<file path="src/rtl/mfp_ahb_lite_interconnect.sv">
// ---------------------------------------------------------------------------
// mfp_ahb_lite_interconnect
//
// Single-master AHB-Lite interconnect for N slaves. It decodes the address
// phase against a programmable base/mask map and registers the winning
// slave as the data-phase owner whenever HREADY accepts an address phase.
// It then muxes that owner's HRDATA/HREADYOUT/HRESP back to the master.
// Unmapped NONSEQ/SEQ transfers are answered by a built-in default slave
// with the two-cycle AHB ERROR response.
//
// Optional feature (macro MFP_AHB_INTERCONNECT_WATCHDOG_EN): a stall
// watchdog. It aborts a data phase after TIMEOUT_CYCLES consecutive wait
// states with an ERROR response. It also locks the offending slave out of
// decode until that slave reports ready again.
//
// Ports:
//   HCLK, HRESETn        bus clock, asynchronous active-low reset
//   HADDR, HTRANS,
//   HWRITE               master address-phase signals
//   HRDATA, HREADY,
//   HRESP                data-phase response to master
//   S_HSEL               one-hot address-phase slave select (combinational)
//   S_HREADY             copy of HREADY for slave HREADY inputs
//   S_HREADYOUT, S_HRDATA,
//   S_HRESP              per-slave data-phase responses
// ---------------------------------------------------------------------------
module mfp_ahb_lite_interconnect #(
  parameter int unsigned                N_SLAVES       = 4,
  parameter logic [N_SLAVES*32-1:0]     SLAVE_BASE     = {32'h1f400000, 32'h1f800000,
                                                          32'h00000000, 32'h1fc00000},
  parameter logic [N_SLAVES*32-1:0]     SLAVE_MASK     = {32'h1fc00000, 32'h1fc00000,
                                                          32'h10000000, 32'h1fc00000},
  parameter int unsigned                TIMEOUT_CYCLES = 256
) (
  input  logic                   HCLK,
  input  logic                   HRESETn,
  input  logic [31:0]            HADDR,
  input  logic [1:0]             HTRANS,
  input  logic                   HWRITE,
  output logic [31:0]            HRDATA,
  output logic                   HREADY,
  output logic                   HRESP,
  output logic [N_SLAVES-1:0]    S_HSEL,
  output logic                   S_HREADY,
  input  logic [N_SLAVES-1:0]    S_HREADYOUT,
  input  logic [N_SLAVES*32-1:0] S_HRDATA,
  input  logic [N_SLAVES-1:0]    S_HRESP
);

  localparam int unsigned IDXW = (N_SLAVES > 1) ? $clog2(N_SLAVES) : 1;

  typedef enum logic [1:0] {
    ST_OKAY,
    ST_ERR1,
    ST_ERR2
  } err_state_e;

  err_state_e        err_q, err_d;
  logic              dsel_vld_q, dsel_vld_d;
  logic [IDXW-1:0]   dsel_idx_q, dsel_idx_d;

  logic              raw_hit;
  logic [IDXW-1:0]   raw_idx;
  logic              dec_hit;
  logic              timeout;
  logic [N_SLAVES-1:0] locked;

  // HWRITE and HTRANS[0] have no influence on routing.
  logic unused_inputs;
  assign unused_inputs = &{1'b0, HWRITE, HTRANS[0]};

  // ---------------------------------------------------------------------
  // Address decode: lowest matching index wins. A locked-out winner makes
  // the whole address unmapped rather than falling through to a
  // lower-priority overlapping slave.
  // ---------------------------------------------------------------------
  always_comb begin
    raw_hit = 1'b0;
    raw_idx = '0;
    for (int unsigned i = 0; i < N_SLAVES; i++) begin
      if (!raw_hit && ((HADDR & SLAVE_MASK[32*i +: 32]) == SLAVE_BASE[32*i +: 32])) begin
        raw_hit = 1'b1;
        raw_idx = IDXW'(i);
      end
    end
  end

  assign dec_hit = raw_hit && !locked[raw_idx];

  always_comb begin
    S_HSEL = '0;
    for (int unsigned i = 0; i < N_SLAVES; i++) begin
      S_HSEL[i] = dec_hit && (raw_idx == IDXW'(i));
    end
  end

  // ---------------------------------------------------------------------
  // Data-phase response mux
  // ---------------------------------------------------------------------
  always_comb begin
    HREADY = 1'b1;
    HRESP  = 1'b0;
    HRDATA = '0;
    case (err_q)
      ST_ERR1: begin
        HREADY = 1'b0;
        HRESP  = 1'b1;
      end
      ST_ERR2: begin
        HREADY = 1'b1;
        HRESP  = 1'b1;
      end
      default: begin
        if (dsel_vld_q) begin
          HREADY = S_HREADYOUT[dsel_idx_q];
          HRESP  = S_HRESP[dsel_idx_q];
          HRDATA = S_HRDATA[32*dsel_idx_q +: 32];
        end
      end
    endcase
  end

  assign S_HREADY = HREADY;

  // ---------------------------------------------------------------------
  // Data-phase owner / default-slave next state. ERR1 always advances to
  // ERR2 (HREADY is low, so nothing is accepted). A watchdog abort
  // pre-empts a stalled slave. Otherwise state moves only when HREADY
  // accepts the current address phase.
  // ---------------------------------------------------------------------
  always_comb begin
    err_d      = err_q;
    dsel_vld_d = dsel_vld_q;
    dsel_idx_d = dsel_idx_q;
    if (err_q == ST_ERR1) begin
      err_d = ST_ERR2;
    end else if (timeout) begin
      err_d      = ST_ERR1;
      dsel_vld_d = 1'b0;
    end else if (HREADY) begin
      err_d = ST_OKAY;
      if (dec_hit) begin
        dsel_vld_d = 1'b1;
        dsel_idx_d = raw_idx;
      end else begin
        dsel_vld_d = 1'b0;
        if (HTRANS[1]) begin
          err_d = ST_ERR1;
        end
      end
    end
  end

  always_ff @(posedge HCLK or negedge HRESETn) begin
    if (!HRESETn) begin
      err_q      <= ST_OKAY;
      dsel_vld_q <= 1'b0;
      dsel_idx_q <= '0;
    end else begin
      err_q      <= err_d;
      dsel_vld_q <= dsel_vld_d;
      dsel_idx_q <= dsel_idx_d;
    end
  end

`ifdef MFP_AHB_INTERCONNECT_WATCHDOG_EN
  // ---------------------------------------------------------------------
  // Stall watchdog: counts consecutive wait states of the data-phase owner.
  // The final wait cycle (count == TIMEOUT_CYCLES-1) triggers the abort.
  // ---------------------------------------------------------------------
  logic [15:0]         wd_cnt_q, wd_cnt_d;
  logic [N_SLAVES-1:0] lock_q, lock_d;
  logic                stalled;

  assign stalled = (err_q == ST_OKAY) && dsel_vld_q && !S_HREADYOUT[dsel_idx_q];
  assign timeout = stalled && (wd_cnt_q == 16'(TIMEOUT_CYCLES - 1));

  always_comb begin
    wd_cnt_d = (stalled && !timeout) ? wd_cnt_q + 16'd1 : '0;
    // A lock is released as soon as the slave is seen ready again.
    lock_d   = lock_q & ~S_HREADYOUT;
    if (timeout) begin
      lock_d[dsel_idx_q] = 1'b1;
    end
  end

  always_ff @(posedge HCLK or negedge HRESETn) begin
    if (!HRESETn) begin
      wd_cnt_q <= '0;
      lock_q   <= '0;
    end else begin
      wd_cnt_q <= wd_cnt_d;
      lock_q   <= lock_d;
    end
  end

  assign locked = lock_q;
`else
  assign timeout = 1'b0;
  assign locked  = '0;

  logic unused_timeout;
  assign unused_timeout = (TIMEOUT_CYCLES > 32'd1);
`endif

endmodule

</file>
<file path="config.mk">
export PLATFORM = sky130hd
export DESIGN_NAME = mfp_ahb_lite_interconnect
export DESIGN_NICKNAME = d
export VERILOG_FILES = /design/src/rtl/mfp_ahb_lite_interconnect.sv
export SDC_FILE = /design/constraint.sdc
export NUM_CORES = 1
export LEC_CHECK = 0
export CORE_AREA = 2 2 83 85
export DETAILED_ROUTE_END_ITERATION = 8
export DIE_AREA = 0 0 85 87
export GPL_TIMING_DRIVEN = 0
export PLACE_DENSITY = 0.77
export SYNTH_ARGS = -nofsm -noshare
export SYNTH_HDL_FRONTEND = slang
export SYNTH_SLANG_ARGS = --single-unit
</file>
<file path="constraint.sdc">
create_clock -name HCLK -period 2.1 [get_ports HCLK]
set_input_delay 0.42 -clock HCLK [delete_from_list [all_inputs] [get_ports HCLK]]
set_output_delay 0.42 -clock HCLK [all_outputs]
set_load 0.01 [all_outputs]
</file>
==> out/results.txt <==
Hold Vio Cnt, Final: 0
post-synthesis cell count: 124
crit-path most repeated cell: buf_12
cts hold-fix bufs: 0
placed cells: 388
EDFF count, synth: 0
Final Power: 2.83 mW
synth top area cells: mux4_2 (52%), and3_1 (14%), dfrtp_1 (8.8%)
Seq/Total Area, Yosys: 8.79%
Worst Setup Start Kind: register
share of the synthesized area in the top cell type: 52.2%
Post-DRT Antenna Nets: 0
H-Tree Depth: 1
Total Die Area: 7400 sq um
met2 WL: 3630 um
max frequency: 445 MHz
Placer Congestion: 0.749
CP arrival: 1.83 ns
total number of vias: 2,016
crit-path max cell delay: 0.41 ns
Warnings, synthesis: 0
DR pass1 iterations: 4
Final Core Density: 57.4%
Worst path slowest cell: mux4_2
Int Power: 1.75 mW
# nets final: 509
total core area: 6570 sq um
ys async rst share: 100%
cell family with most CP delay: buffers and inverters
unrepaired setup endpoints after global routing: true
largest family of logic cells by synthesized area: multiplexers
cell row count: 30
DR DRC count: 0
Met3 Routed Length: 599 um
drt total wl: 6840 um
Avg WL per Cell: 16.6 um
TritonCTS clock tree: built
synth cell count leaders: and3_1 (33), mux4_2 (33), clkbuf_1 (7)
Critical Path End Type: primary output
clock slew at reported path FFs: 0.03 ns
clock share of power: 6.2%
M1 WL: 2570 um
Post-Syn Area: 1420 sq um
Synth Register Bits: 5
Crit Path Max Fanout: 6
switching power: 1.08 mW
Cell Pwr Density: 751 nW/um^2
clk_lat worst skew: 0.22 ns
outcome: finished, violations left
sequential power share: 6.1%
post-synth cell types: 33
Longest Clk Path Bufs: 2
area leader, netlist: mux4_2
fin cells: 413
Layout area overhead: 165%
CP Cell Sequence: buf_12, buf_8, buf_12, buf_12, mux4_2, and3_4, buf_6
# port buffers: 184
P_leak: 1.59 nW
Peak VDD IR: 0.000337 V
WP data required: 1.68 ns
Slew headroom: 71.9%
top metal layer carrying routed signals: met4
global-route wire length before repair: 10,300 um
XOR/XNOR share of the synthesized area: 0%
clk root buf: clkbuf_8
Worst-Margin Slew: 0.422 ns
Max Cap Viol: 0
die height: 87 um
gr usage total: 17.4%
Post-Synth Simple-Gate Area: 21.7%
initial antenna violation count: 0
Hold Path Class: input pin to async pin
Starting Density: 21.7%
Synthesized Nets: 299
final worst slack: -0.149 ns
minimum clock period: 2.25 ns
post-synthesis compound-gate area fraction: 5.71%
failing checks: negative setup slack
gr ovfl total: 0
clk sinks: 5
vias in the first global route: 2,109
DR iter-0 viols: 23
final worst-path cycle share: 107%
DIE WIDTH: 85 um
prevailing post-synth register cell: dfrtp_1
sum of buffers and inverters on the critical path: 5
Final Max Tran Viols: 0
switch share: 38.1%
post-synthesis mux area share: 54.0%
clk_skew: 0.00186 ns
Comb power frac: 87.7%
Post-Synth Adder-Cell Area: 1.76%
TNS Setup: -2.78 ns
DR vias/cell: 4.88
critical path class: register to primary output
total CTS buffers: 3
n_diodes: 0
Syn Area/Cell: 11.5 sq um
largest net degree at the start of global routing: 11
final setup vio count: 35
IO Count: 212
HPWL Detailed: 5440 um
share of layout cells above drive strength 1: 39.3%
==> metrics by stage <==
stage / worst slack (ns) / area, sq um / hold slack [ns]
after floorplan: 0.231 / 1420 / 0.124
after global placement: -0.493 / 3370 / 0.492
after detailed placement: -0.491 / 3370 / 0.504
after CTS: -0.197 / 3690 / 0.436
after global routing: -0.218 / 3770 / 0.439
final: -0.149 / 3770 / 0.433
==> cell families after synthesis <==
family | count (synthesis)
AND/OR/NAND/NOR | 51
multiplexers | 35
buffers and inverters | 20
AO/OA/AOI/OAI | 11
flip-flops | 5
adder cells (fa/ha/maj) | 2
==> timing repair <==
action / CTS / global route
endpoints found under the setup margin: 38 / 36
buffers inserted: 20 / 2
pin swaps: 14 / 2
gates resized for setup: 190 / 26
gates cloned: 3 / 0
==> routing by layer <==
metal / GRT usage [%] / vias to the layer above
met1: 20.8 / 967
li1: - / 939
met3: 3.60 / 4
met4: 3.75 / 0
met2: 32.2 / 106
met5: 0 / -
==> path summary, 6_finish.rpt <==
kind,slack [ns],endpoint,depth (start not counted),from
max,-0.15,HRDATA[19],7,dsel_idx_q[0]
min,0.43,dsel_idx_q[1],1,HRESETn
max reg2reg,0.34,dsel_idx_q[1],7,dsel_idx_q[0]
min reg2reg,0.58,err_q[1],2,err_q[1]
max in group asynchronous,1.47,err_q[0],1,HRESETn
min in group HCLK,0.58,err_q[1],2,err_q[1]
==> sequential cells by signal (all words and copies together) (netlist names) <==
register and count:
err_q 2, dsel_idx_q 2, dsel_vld_q 1
==> power groups by stage <==
stage / combinational, mW / clock (mW) / sequential [mW]
after floorplan: 1.03 / 0 / 0.154
after global placement: 2.06 / 0 / 0.168
after detailed placement: 2.08 / 0 / 0.169
after CTS: 2.33 / 0.180 / 0.174
after global routing: 2.68 / 0.194 / 0.180
final: 2.48 / 0.174 / 0.172
==> layout make-up <==
cell class | count | area (sq um)
flip-flops and latches | 5 | 125
plain buffers | 15 | 148
multi-input cells | 99 | 1300
clock buffers | 4 | 45.0
repair buffers | 206 | 2030
fillers | 575 | 2800
inverters | 4 | 15.0
well taps | 80 | 100
==> layout by cell type (no fill, tap or decap), drive strengths merged, types with 2 or more instances in the layout <==
cell	n
mux4	33
nand2	3
buf	67
dfrtp	5
clkdlybuf4s50	145
o21ai	3
nand3	2
inv	4
ha	2
mux2	2
dlygate4sd2	2
clkbuf	11
and3	33
nor2	4
Note: power is estimated with default switching activity, not from simulation.
